$ cat src/rtl/serial_cmd_pkg.sv
// Shared constants, parser state encoding and reply payload type for the serial command endpoint.
package serial_cmd_pkg;

    localparam logic [7:0] SOF             = 8'hFF;
    localparam logic [7:0] SPACE           = 8'h00;
    localparam logic [7:0] EOF             = 8'hEE;
    localparam logic [7:0] CMD_WRITE       = 8'h01;
    localparam logic [7:0] CMD_READ        = 8'h02;
    localparam logic [7:0] ERR_FLAG        = 8'h80;
    localparam logic [7:0] ERR_UNKNOWN_CMD = 8'h01;
    localparam logic [7:0] ERR_BAD_REG     = 8'h02;
    localparam logic [7:0] ERR_BAD_LEN     = 8'h03;

    typedef enum logic [2:0] {
        ST_HUNT_SOF1,
        ST_SOF2,
        ST_SPACE,
        ST_LEN,
        ST_PAYLOAD,
        ST_EOF1,
        ST_EOF2,
        ST_EXEC
    } parse_state_t;

    // Reply payload: 2 or 3 bytes, b2 only meaningful when len == 3.
    typedef struct packed {
        logic [1:0] len;
        logic [7:0] b0;
        logic [7:0] b1;
        logic [7:0] b2;
    } reply_t;

    function automatic logic even_parity(input logic [7:0] d);
        return ^d;
    endfunction

endpackage

$ cat src/rtl/uart_transceiver.sv
// 8E1 UART: mid-bit sampling deserialiser and a serialiser that can chain bytes with no idle gap.
module uart_transceiver
    import serial_cmd_pkg::*;
#(
    parameter int unsigned BIT_TICKS = 434
) (
    input  logic       clk,
    input  logic       rst_n,
    input  logic       i_rx,
    output logic       o_rx_valid,
    output logic [7:0] o_rx_data,
    output logic       o_rx_err,
    input  logic       i_tx_start,
    input  logic [7:0] i_tx_data,
    output logic       o_tx_ready_c,
    output logic       o_tx_busy,
    output logic       o_tx
);

    localparam int unsigned CNT_W = $clog2(BIT_TICKS + 1);
    localparam logic [CNT_W-1:0] LAST_TICK = CNT_W'(BIT_TICKS - 1);
    localparam logic [CNT_W-1:0] HALF_TICK = CNT_W'(BIT_TICKS / 2 - 1);
    localparam logic [3:0] IDX_PARITY = 4'd9;
    localparam logic [3:0] IDX_STOP   = 4'd10;

    logic             r_rx_meta, r_rx_sync, r_rx_prev;
    logic             r_rx_busy, r_rx_par, r_rx_valid, r_rx_err;
    logic [CNT_W-1:0] r_rx_cnt;
    logic [3:0]       r_rx_idx;
    logic [7:0]       r_rx_shift;

    logic             r_tx, r_tx_busy, r_tx_par;
    logic [CNT_W-1:0] r_tx_cnt;
    logic [3:0]       r_tx_idx;
    logic [7:0]       r_tx_shift;
    logic             w_tx_ready, w_tx_bit;

    always_ff @(posedge clk or negedge rst_n) begin
        if (!rst_n) begin
            r_rx_meta <= 1'b1;
            r_rx_sync <= 1'b1;
            r_rx_prev <= 1'b1;
        end else begin
            r_rx_meta <= i_rx;
            r_rx_sync <= r_rx_meta;
            r_rx_prev <= r_rx_sync;
        end
    end

    // Index 0 is the start bit (confirmed at half a bit), 1..8 data, 9 parity, 10 stop.
    always_ff @(posedge clk or negedge rst_n) begin
        if (!rst_n) begin
            r_rx_busy  <= 1'b0;
            r_rx_cnt   <= '0;
            r_rx_idx   <= '0;
            r_rx_shift <= '0;
            r_rx_par   <= 1'b0;
            r_rx_valid <= 1'b0;
            r_rx_err   <= 1'b0;
        end else begin
            r_rx_valid <= 1'b0;
            if (!r_rx_busy) begin
                if (r_rx_prev && !r_rx_sync) begin
                    r_rx_busy <= 1'b1;
                    r_rx_cnt  <= '0;
                    r_rx_idx  <= '0;
                end
            end else if (r_rx_idx == 4'd0) begin
                if (r_rx_cnt == HALF_TICK) begin
                    r_rx_cnt <= '0;
                    if (!r_rx_sync) r_rx_idx  <= 4'd1;
                    else            r_rx_busy <= 1'b0;
                end else begin
                    r_rx_cnt <= r_rx_cnt + 1'b1;
                end
            end else if (r_rx_cnt == LAST_TICK) begin
                r_rx_cnt <= '0;
                r_rx_idx <= r_rx_idx + 4'd1;
                if (r_rx_idx < IDX_PARITY) begin
                    r_rx_shift <= {r_rx_sync, r_rx_shift[7:1]};
                end else if (r_rx_idx == IDX_PARITY) begin
                    r_rx_par <= r_rx_sync;
                end else begin
                    r_rx_busy  <= 1'b0;
                    r_rx_valid <= 1'b1;
                    r_rx_err   <= (r_rx_par != even_parity(r_rx_shift)) || !r_rx_sync;
                end
            end else begin
                r_rx_cnt <= r_rx_cnt + 1'b1;
            end
        end
    end

    // Ready also in the last tick of a stop bit so the next start bit follows without a gap.
    assign w_tx_ready = !r_tx_busy || (r_tx_idx == IDX_STOP && r_tx_cnt == LAST_TICK);

    always_comb begin
        w_tx_bit = 1'b1;
        if (r_tx_idx < 4'd8)       w_tx_bit = r_tx_shift[r_tx_idx[2:0]];
        else if (r_tx_idx == 4'd8) w_tx_bit = r_tx_par;
    end

    always_ff @(posedge clk or negedge rst_n) begin
        if (!rst_n) begin
            r_tx       <= 1'b1;
            r_tx_busy  <= 1'b0;
            r_tx_cnt   <= '0;
            r_tx_idx   <= '0;
            r_tx_shift <= '0;
            r_tx_par   <= 1'b0;
        end else if (i_tx_start && w_tx_ready) begin
            r_tx       <= 1'b0;
            r_tx_busy  <= 1'b1;
            r_tx_cnt   <= '0;
            r_tx_idx   <= '0;
            r_tx_shift <= i_tx_data;
            r_tx_par   <= even_parity(i_tx_data);
        end else if (r_tx_busy) begin
            if (r_tx_cnt == LAST_TICK) begin
                r_tx_cnt <= '0;
                if (r_tx_idx == IDX_STOP) begin
                    r_tx_busy <= 1'b0;
                end else begin
                    r_tx_idx <= r_tx_idx + 4'd1;
                    r_tx     <= w_tx_bit;
                end
            end else begin
                r_tx_cnt <= r_tx_cnt + 1'b1;
            end
        end
    end

    assign o_rx_valid   = r_rx_valid;
    assign o_rx_data    = r_rx_shift;
    assign o_rx_err     = r_rx_err;
    assign o_tx_ready_c = w_tx_ready;
    assign o_tx_busy    = r_tx_busy;
    assign o_tx         = r_tx;

endmodule

$ cat src/rtl/serial_cmd_processor.sv
// UART command endpoint: frame parser, 16x8 register file and framed reply builder.
module serial_cmd_processor
    import serial_cmd_pkg::*;
#(
    parameter int unsigned CLK_FREQ_HZ = 50_000_000,
    parameter int unsigned BAUD_RATE   = 115_200,
    parameter int unsigned NUM_REGS    = 16,
    parameter int unsigned MAX_PAYLOAD = 16
) (
    input  logic clk,
    input  logic rst_n,
    input  logic rx,
    output logic tx,
    input  logic rts,
    output logic cts
);

    localparam int unsigned BIT_TICKS = CLK_FREQ_HZ / BAUD_RATE;
    localparam int unsigned GAP_TICKS = 16 * BIT_TICKS;
    localparam int unsigned GAP_W     = $clog2(GAP_TICKS + 1);
    localparam int unsigned REG_W     = $clog2(NUM_REGS);

    parse_state_t     r_state, w_state_next;
    logic [GAP_W-1:0] r_gap_cnt;
    logic [7:0]       r_len, r_pay_cnt, r_cmd, r_reg, r_val;
    logic [7:0]       r_regs [NUM_REGS];
    reply_t           r_rep, w_reply;
    logic [3:0]       r_rep_idx, w_rep_total;
    logic             r_rep_active, r_cts, r_rts_meta, r_rts_sync;

    logic       w_rx_valid, w_rx_err, w_tx_ready_c, w_tx_busy, w_tx_start, w_do_write;
    logic       w_byte_ev, w_byte_ok, w_gap_expired, w_reg_ok;
    logic [7:0] w_rx_data, w_tx_byte;

    uart_transceiver #(.BIT_TICKS(BIT_TICKS)) u_uart (
        .clk          (clk),
        .rst_n        (rst_n),
        .i_rx         (rx),
        .o_rx_valid   (w_rx_valid),
        .o_rx_data    (w_rx_data),
        .o_rx_err     (w_rx_err),
        .i_tx_start   (w_tx_start),
        .i_tx_data    (w_tx_byte),
        .o_tx_ready_c (w_tx_ready_c),
        .o_tx_busy    (w_tx_busy),
        .o_tx         (tx)
    );

    // Bytes landing while a reply is pending are deliberately invisible to the parser.
    assign w_byte_ev     = w_rx_valid && r_cts;
    assign w_byte_ok     = w_byte_ev && !w_rx_err;
    assign w_gap_expired = (r_gap_cnt == GAP_W'(GAP_TICKS));

    always_ff @(posedge clk or negedge rst_n) begin
        if (!rst_n) r_state <= ST_HUNT_SOF1;
        else        r_state <= w_state_next;
    end

    always_comb begin
        w_state_next = r_state;
        case (r_state)
            ST_HUNT_SOF1: if (w_byte_ok && w_rx_data == SOF) w_state_next = ST_SOF2;
            ST_SOF2:      if (w_byte_ev) w_state_next = (w_byte_ok && w_rx_data == SOF)   ? ST_SPACE : ST_HUNT_SOF1;
            ST_SPACE:     if (w_byte_ev) w_state_next = (w_byte_ok && w_rx_data == SPACE) ? ST_LEN   : ST_HUNT_SOF1;
            ST_LEN:       if (w_byte_ev) w_state_next = (w_byte_ok && w_rx_data != 8'd0 &&
                                                         w_rx_data <= 8'(MAX_PAYLOAD)) ? ST_PAYLOAD : ST_HUNT_SOF1;
            ST_PAYLOAD:   if (w_byte_ev) w_state_next = !w_byte_ok ? ST_HUNT_SOF1 :
                                                        (r_pay_cnt == r_len - 8'd1) ? ST_EOF1 : ST_PAYLOAD;
            ST_EOF1:      if (w_byte_ev) w_state_next = (w_byte_ok && w_rx_data == EOF) ? ST_EOF2 : ST_HUNT_SOF1;
            ST_EOF2:      if (w_byte_ev) w_state_next = (w_byte_ok && w_rx_data == EOF) ? ST_EXEC : ST_HUNT_SOF1;
            default:      w_state_next = ST_HUNT_SOF1;
        endcase
        if (r_state != ST_HUNT_SOF1 && r_state != ST_EXEC && w_gap_expired)
            w_state_next = ST_HUNT_SOF1;
    end

    // Command decode: unknown command wins over length, length over register range.
    assign w_reg_ok = (r_reg < 8'(NUM_REGS));

    always_comb begin
        w_do_write = 1'b0;
        w_reply    = '{len: 2'd2, b0: r_cmd | ERR_FLAG, b1: ERR_UNKNOWN_CMD, b2: 8'h00};
        if (r_cmd == CMD_WRITE || r_cmd == CMD_READ) begin
            if (r_len != ((r_cmd == CMD_WRITE) ? 8'd3 : 8'd2)) begin
                w_reply.b1 = ERR_BAD_LEN;
            end else if (!w_reg_ok) begin
                w_reply.b1 = ERR_BAD_REG;
            end else begin
                w_reply.len = 2'd3;
                w_reply.b0  = r_cmd;
                w_reply.b1  = r_reg;
                w_reply.b2  = (r_cmd == CMD_WRITE) ? r_val : r_regs[r_reg[REG_W-1:0]];
                w_do_write  = (r_cmd == CMD_WRITE);
            end
        end
    end

    assign w_rep_total = 4'd6 + {2'b00, r_rep.len};
    assign w_tx_start  = r_rep_active && (r_rep_idx != w_rep_total) && r_rts_sync && w_tx_ready_c;

    always_comb begin
        w_tx_byte = EOF;
        case (r_rep_idx)
            4'd0, 4'd1: w_tx_byte = SOF;
            4'd2:       w_tx_byte = SPACE;
            4'd3:       w_tx_byte = {6'd0, r_rep.len};
            4'd4:       w_tx_byte = r_rep.b0;
            4'd5:       w_tx_byte = r_rep.b1;
            4'd6:       w_tx_byte = (r_rep.len == 2'd3) ? r_rep.b2 : EOF;
            default:    w_tx_byte = EOF;
        endcase
    end

    always_ff @(posedge clk or negedge rst_n) begin
        if (!rst_n) begin
            r_gap_cnt    <= '0;
            r_len        <= '0;
            r_pay_cnt    <= '0;
            r_cmd        <= '0;
            r_reg        <= '0;
            r_val        <= '0;
            r_rep        <= '0;
            r_rep_idx    <= '0;
            r_rep_active <= 1'b0;
            r_cts        <= 1'b1;
            r_rts_meta   <= 1'b0;
            r_rts_sync   <= 1'b0;
            for (int i = 0; i < NUM_REGS; i++) r_regs[i] <= '0;
        end else begin
            r_rts_meta <= rts;
            r_rts_sync <= r_rts_meta;

            if (r_state == ST_HUNT_SOF1 || r_state == ST_EXEC || w_byte_ev) r_gap_cnt <= '0;
            else if (!w_gap_expired)                                          r_gap_cnt <= r_gap_cnt + 1'b1;

            if (w_byte_ok && r_state == ST_LEN) begin
                r_len     <= w_rx_data;
                r_pay_cnt <= '0;
            end
            if (w_byte_ok && r_state == ST_PAYLOAD) begin
                case (r_pay_cnt)
                    8'd0:    r_cmd <= w_rx_data;
                    8'd1:    r_reg <= w_rx_data;
                    8'd2:    r_val <= w_rx_data;
                    default: ;
                endcase
                r_pay_cnt <= r_pay_cnt + 8'd1;
            end

            if (r_state == ST_EXEC) begin
                r_rep        <= w_reply;
                r_rep_idx    <= '0;
                r_rep_active <= 1'b1;
                if (w_do_write) r_regs[r_reg[REG_W-1:0]] <= r_val;
            end else if (r_rep_active) begin
                if (w_tx_start) begin
                    r_rep_idx <= r_rep_idx + 4'd1;
                end else if (r_rep_idx == w_rep_total && !w_tx_busy) begin
                    r_rep_active <= 1'b0;
                    r_cts        <= 1'b1;
                end
            end

            if (w_state_next == ST_EXEC && r_state != ST_EXEC) r_cts <= 1'b0;
        end
    end

    assign cts = r_cts;

endmodule

$ cat config.mk
export PLATFORM = sky130hd
export DESIGN_NAME = serial_cmd_processor
export DESIGN_NICKNAME = d
export VERILOG_FILES = /design/src/rtl/serial_cmd_pkg.sv /design/src/rtl/uart_transceiver.sv /design/src/rtl/serial_cmd_processor.sv
export SDC_FILE = /design/constraint.sdc
export NUM_CORES = 1
export LEC_CHECK = 0
export CAP_MARGIN = 20
export CORE_MARGIN = 8
export CORE_UTILIZATION = 50
export CTS_CLUSTER_SIZE = 30
export DETAILED_ROUTE_END_ITERATION = 10
export PLACE_DENSITY = 0.65
export SLEW_MARGIN = 30
export SYNTH_ARGS = -nofsm -noshare
export SYNTH_HDL_FRONTEND = slang
export SYNTH_HIERARCHICAL = 1
export SYNTH_SLANG_ARGS = --single-unit
$ cat constraint.sdc
create_clock -name clk -period 2.9 [get_ports clk]
set_clock_uncertainty 0.05 [all_clocks]
set_input_delay 0.435 -clock clk [delete_from_list [all_inputs] [get_ports clk]]
set_output_delay 0.435 -clock clk [all_outputs]
set_load 0.01 [all_outputs]
## Word-level counts from Yosys, hierarchy flattened

Index checks and enable logic that the tools add are counted.

| word-level totals | value |
|---|---|
| bits in registers | 270 |
| input bits | 4 |

| operators by class | value |
|---|---|
| add/sub/neg operators | 9 |
| order comparisons | 7 |
| equal/unequal tests | 41 |
| mux-type cells | 95 |
| bitwise logic cells | 4 |
| reduce and logical (&&, ||, !) cells | 57 |

Operators by type and width:

| cell | count |
|---|---|
| 128-bit bitwise mux | 1 |
| 8-bit 2-to-1 mux | 11 |
| 9-bit 2-to-1 mux | 9 |
| 4-bit 2-to-1 mux | 13 |
| 8-bit one-hot mux with 6 select lines | 1 |
| 1-bit 2-to-1 mux | 38 |
| 3-bit 2-to-1 mux | 12 |
| 8-bit binary-select mux with 4-bit select | 1 |
| 8-bit demux with 4-bit select | 1 |
| 13-bit 2-to-1 mux | 2 |
| 26-bit 2-to-1 mux | 1 |
| 3-bit one-hot mux with 7 select lines | 1 |
| 1-bit logical AND | 20 |
| 9-bit by 1-bit adder with 9-bit output, second input constant | 2 |
| 9-bit == test, second input constant | 2 |
| 8-bit by 1-bit == test with 1-bit output, second input constant | 2 |
| 8-bit by 2-bit == test with 1-bit output, second input constant | 2 |
| 8-bit == test, second input constant | 2 |
| 8-bit logical NOT | 2 |
| 2-bit nonzero test | 8 |
| 8-bit parity | 2 |
| 3-bit == test, second input constant | 5 |
| 13-bit by 1-bit adder with 13-bit output, second input constant | 1 |
| 13-bit == test, second input constant | 1 |
| 42 further kinds | 73 |

## Depth between registers and ports, before layout

| depth | value |
|---|---|
| word-level depth | 12 |
| gate-level depth with buffers | 11 |
| mapped depth without buffers | 10 |

## Cells and area by module

The synthesis kept the hierarchy.

By module, submodules not included:

| module | instances | cells each | area each (um^2) |
|---|---|---|---|
| serial_cmd_processor | 1 | 812 | 10654.0 |
| uart_transceiver | 1 | 276 | 2810.2 |

## Worst setup path before layout

OpenSTA, ideal clock, no wires.

| timing path | value |
|---|---|
| kind | flip-flop to flip-flop |
| start point | register u_uart.r_tx_cnt[2] |
| end point | register u_uart.r_tx_cnt[8] |
| library setup time | 0.079 ns |
| data arrival time | 2.331 ns |
| slack | 0.440 ns |
| cell stages (with the launch flop) | 10 |
| period minus slack after synthesis | 2.460 ns |
| cell sequence | dfrtp_1 > nor4b_2 > a41o_1 > and4_1 > clkbuf_1 > inv_1 > nand2_1 > nand4_1 > or3_1 > a21oi_1 |

| between the ends | value |
|---|---|
| longest elaborated chain between the ends | 6 |
| elaborated cells between the ends (all ways) | 10 |
| classes of those cells | 1 x add/sub; 1 x eq/ne; 3 x mux; 5 x reduce/logical |

RTL lines:

| element | line | text |
|---|---|---|
| from (decl) | uart_transceiver.sv:33 | `logic [CNT_W-1:0] r_tx_cnt;` |
| from (signal assigned) | uart_transceiver.sv:128 | `r_tx_cnt <= r_tx_cnt + 1'b1;` |
| 9-bit == test * | uart_transceiver.sv:95 | `assign w_tx_ready = !r_tx_busy \|\| (r_tx_idx == IDX_STOP && r_tx_cnt == LAST_TICK);` |
| 1-bit logical AND * | uart_transceiver.sv:95 |  |
| 1-bit logical OR * | uart_transceiver.sv:95 |  |
| net w_tx_ready_c | serial_cmd_processor.sv:31 | `logic w_rx_valid, w_rx_err, w_tx_ready_c, w_tx_busy, w_tx_start, w_do_write;` |
| 1-bit logical AND * | serial_cmd_processor.sv:99 | `assign w_tx_start = r_rep_active && (r_rep_idx != w_rep_total) && r_rts_sync && w_tx_ready_c;` |
| net w_tx_start | serial_cmd_processor.sv:31 |  |
| 1-bit logical AND * | uart_transceiver.sv:111 | `end else if (i_tx_start && w_tx_ready) begin` |
| 9-bit 2-to-1 mux / 2-bit nonzero test (equally long branches) | -- |  |

The timed path passes the listed nets; every way through them passes the cells marked *. The select of a mux whose other input is x is not followed.
A chain may end at the register's enable or synchronous reset.

## Final worst setup path

| timing path | value |
|---|---|
| start point | register r_len[2] |
| end point | register r_regs[67] in the netlist's numbering |

| between the ends | value |
|---|---|
| longest elaborated chain between the ends | 4 |

RTL lines:

| element | line | text |
|---|---|---|
| from (decl) | serial_cmd_processor.sv:25 | `logic [7:0] r_len, r_pay_cnt, r_cmd, r_reg, r_val;` |
| from (signal assigned) | serial_cmd_processor.sv:137 | `r_len <= w_rx_data;` |
| 8-bit by 2-bit != test with 1-bit output | serial_cmd_processor.sv:84 | `if (r_len != ((r_cmd == CMD_WRITE) ? 8'd3 : 8'd2)) begin` |
| 1-bit 2-to-1 mux | serial_cmd_processor.sv:84 |  |
| 1-bit 2-to-1 mux | serial_cmd_processor.sv:83 | `if (r_cmd == CMD_WRITE \|\| r_cmd == CMD_READ) begin` |
| 2-bit AND reduction (no source line) | -- |  |
| to (signal, indexed assignment) | serial_cmd_processor.sv:154 | `if (w_do_write) r_regs[r_reg[REG_W-1:0]] <= r_val;` |
| to (decl) | serial_cmd_processor.sv:26 | `logic [7:0] r_regs [NUM_REGS];` |

Every way passes these cells.

==> summary.md <==
| Metric | Value |
|---|---|
| Vias per inst | approximately 5.7 |
| DIE AREA | 32440 um^2 |
| DRT iter0 DRCs | around 460 |
| Syn. warnings | 6 |
| CTS buffer count | 30 |
| Root Driver | clkbuf_16 |
| Most flop-heavy register | r_regs |
| Largest register FFs | 128 |
| Async set-reset flop share out of synthesis | 1.000 |
| Worst-margin pin slew | 0.7995 ns |
| H-tree depth | 1 |
| Worst setup path startpoint | r_len[2]$_DFFE_PN0P_ |
| Yosys reg bits | 270 |
| DRT Pass-1 Iters | 4 |
| Post-CTS setup buffer count | 0 |
| PwrDens | 534.2 nW/um^2 |
| Final HPWL DP | around 18000 um |
| I/O Buffers | 5 |
| EDFF count, synth | 0 |
| Fin crit period | between 2 and 2.5 ns |
| Fmax | ~0.4 GHz |
| RSZ-0062 raised after global routing | no |
| Worst Hold Launch | rx |
| Relative slew slack | 0.4670 |
| Fillers | between 2000 and 2500 |
| Via Count | about 8300 |
| Reg2Reg Launch Point | r_len[2]$_DFFE_PN0P_ |
| Final ANT Viol Nets | 0 |
| Worst EP arrival | 2.87 ns |
| Routed Wire Length | ~28000 um |
| I/O pin count | 6 |
| Worst skew pair latency | 0.54 ns |
| Crit end category | flip-flop |
| # diodes | 0 |
| Synth cell types | between 70 and 80 |
| Die Span X | 180.1 um |
| Crit Path Category | reg -> reg |
| Antenna violations before repair | 0 |
| Residual DRC count | 0 |
| Leak pwr | approximately 7.1 nW |
| Area growth from synthesis to layout | 11.43% |
| Slew Viols, Final | 0 |
| Worst Path Required | roughly 3.3 ns |
| Synthesized area per cell | about 12 um^2 |
| Max-Cap Viols | 0 |
| Most common cell after layout, fill and taps aside | dfrtp_1 |
| Grt total ovfl | 0 |
| Number of global-route vias before repair | 8597 |
| Average wire per standard cell | 18.85 um |
| Register area share after synthesis | 0.5023 |
| Syn_nets | 1115 |
| Final Setup Violations | 0 |
| Initial Util | 0.5038 |
| Startpoint Class | flip-flop |
| Placeable Area | around 27000 um^2 |
| Prevailing post-synth register cell | dfrtp_1 |
| Final net count | 1124 |
| Total Power | 8.015 mW |
| Outcome | finished clean |
| Max clock buf depth | 3 |
| First-pass GRT wire length | 46660 um |
| Crit-path max FO | 16 |
| Largest net degree at the start of global routing | 76 |
| Number of hold violations in the final report | 0 |
| Die height | 180.1 um |
| Top Registers | r_regs (128), r_rep (26), r_gap_cnt (13) |
| Clock transition at the registers of the reported paths | 0.06 ns |
| Std cell rows | 60 |
| Most frequent cells in the layout | dfrtp_1 (263), mux2_2 (138), nand2_1 (126) |
| Setup TNS | 0 ns |
| CTS tree | yes |
| Share of cells above drive strength 1 | 0.2851 |
| TritonCTS sink count | 270 |
| Final worst path period share | 0.8611 |
| Syn Inst Count | 1088 |
| Placer Congestion | 0.7816 |
| GRT Util Overall | 0.1734 |
| IR drop worst, VDD | 401.2 uV |
| Hold WC Path Type | in -> reg |
| Netlist Area Pre-Place | around 13000 um^2 |
==> final cells by class <==
class	instances	area [um^2]	share of cell area
clock buffer	44	904.6	0.06030
clock inverter	10	125.1	0.008340
timing repair buffer	31	315.3	0.02102
tap	341	426.7	0.02844
inverter	24	90.09	0.006005
sequential	270	6765	0.4509
multi-input combinational	740	6376	0.4250
==> worst max-delay path: stages (launching register included) <==
cell	delay, ns
dfrtp_1	0.47
nor4_4	0.41
nand3_2	0.18
nor4_4	0.30
buf_12	0.23
nand4_2	0.32
mux2_2	0.39
==> power breakdown <==
part / leakage (nW) / switching (mW) / total, mW / internal, mW
clock network: 0.515 / 1.48 / 3.88 / 2.41
logic: 2.85 / 0.137 / 0.229 / 0.0916
registers: 3.73 / 0.0831 / 3.90 / 3.82
==> Yosys cell counts (4+ instances only) <==
cell	count	area, um^2
xnor2_1	36	315.3
and3_1	10	62.56
mux2_2	138	1554
nor3b_1	4	30.03
a21oi_1	13	65.06
a221oi_1	5	43.79
nand2b_1	6	37.54
clkbuf_1	41	153.9
inv_1	24	90.09
and2_1	11	68.82
nor2_1	49	183.9
mux4_2	42	945.9
a21o_1	6	45.04
dfstp_2	5	131.4
xor2_1	21	183.9
nand3_4	11	192.7
o21ai_1	4	20.02
nand4_1	9	56.30
or3_1	4	25.02
mux2i_1	6	60.06
nand3_1	40	200.2
a31oi_1	9	56.30
dfrtp_1	265	6631
nand4_2	4	50.05
o21ai_0	39	195.2
nor4_1	8	50.05
nor3_1	10	50.05
a22oi_1	9	67.56
nor2b_1	12	75.07
ha_1	23	287.8
and4_1	4	35.03
mux2_4	24	360.4
o21a_1	5	37.54
buf_2	6	30.03
nand2_1	126	473.0
buf_1	4	15.01
==> layer usage <==
layer,vias up,GRT usage,part of all wire
li1,3924,-,-
met1,4260,0.2481,0.47
met2,110,0.2767,0.46
met3,41,0.02319,0.041
met4,0,0.04233,0.021
met5,-,0,0
==> path summary, 6_finish.rpt <==
| kind | end | slack [ns] | cells after the start |
|---|---|---|---|
| max | r_regs[67]$_DFFE_PN0P_ | 0.40 | 6 |
| min | u_uart/r_rx_meta$_DFF_PN1_ | 0.25 | 1 |
| max reg2reg | r_regs[67]$_DFFE_PN0P_ | 0.40 | 6 |
| min reg2reg | r_rts_sync$_DFF_PN0_ | 0.30 | 0 |
| max in group asynchronous | cts$_DFFE_PN1P_ | 1.45 | 3 |
| min in group asynchronous | r_regs[115]$_DFFE_PN0P_ | 0.40 | 2 |
==> metrics by stage <==
stage          hold WS [ns]  area, um^2  setup slack, ns  instances    util
2_1_floorplan       0.08941       13460           0.4395       1088       -
3_3_place_gp         0.2889       13940           0.4799       1404  0.5217
3_5_place_dp         0.2864       13960           0.4492       1405  0.5225
4_1_cts              0.2166       15000           0.4263       1460  0.5614
5_1_grt              0.2256       15000           0.1628       1460  0.5614
6_report             0.2470       15000           0.4029       1460  0.5614
==> timing repair <==
| item | CTS | global route |
|---|---|---|
| resized for setup | 0 | 0 |
| hold buffers | 1 | 0 |
| hold endpoints to repair | 71 | 0 |
==> kinds of logic (layout without fill, tap and decap cells) <==
logic type      count (synthesis)  in the layout  share of synthesized area
xor+xnor                       57             57                    0.03708
fa+ha+maj                      23             23                    0.02137
simple gates                  338            338                     0.1429
flops                         270            270                     0.5023
compound gates                111            111                    0.05399
mux                           211            211                     0.2177
buf+inv                        78            109                    0.02463
Power figures use the tool's default switching activity.
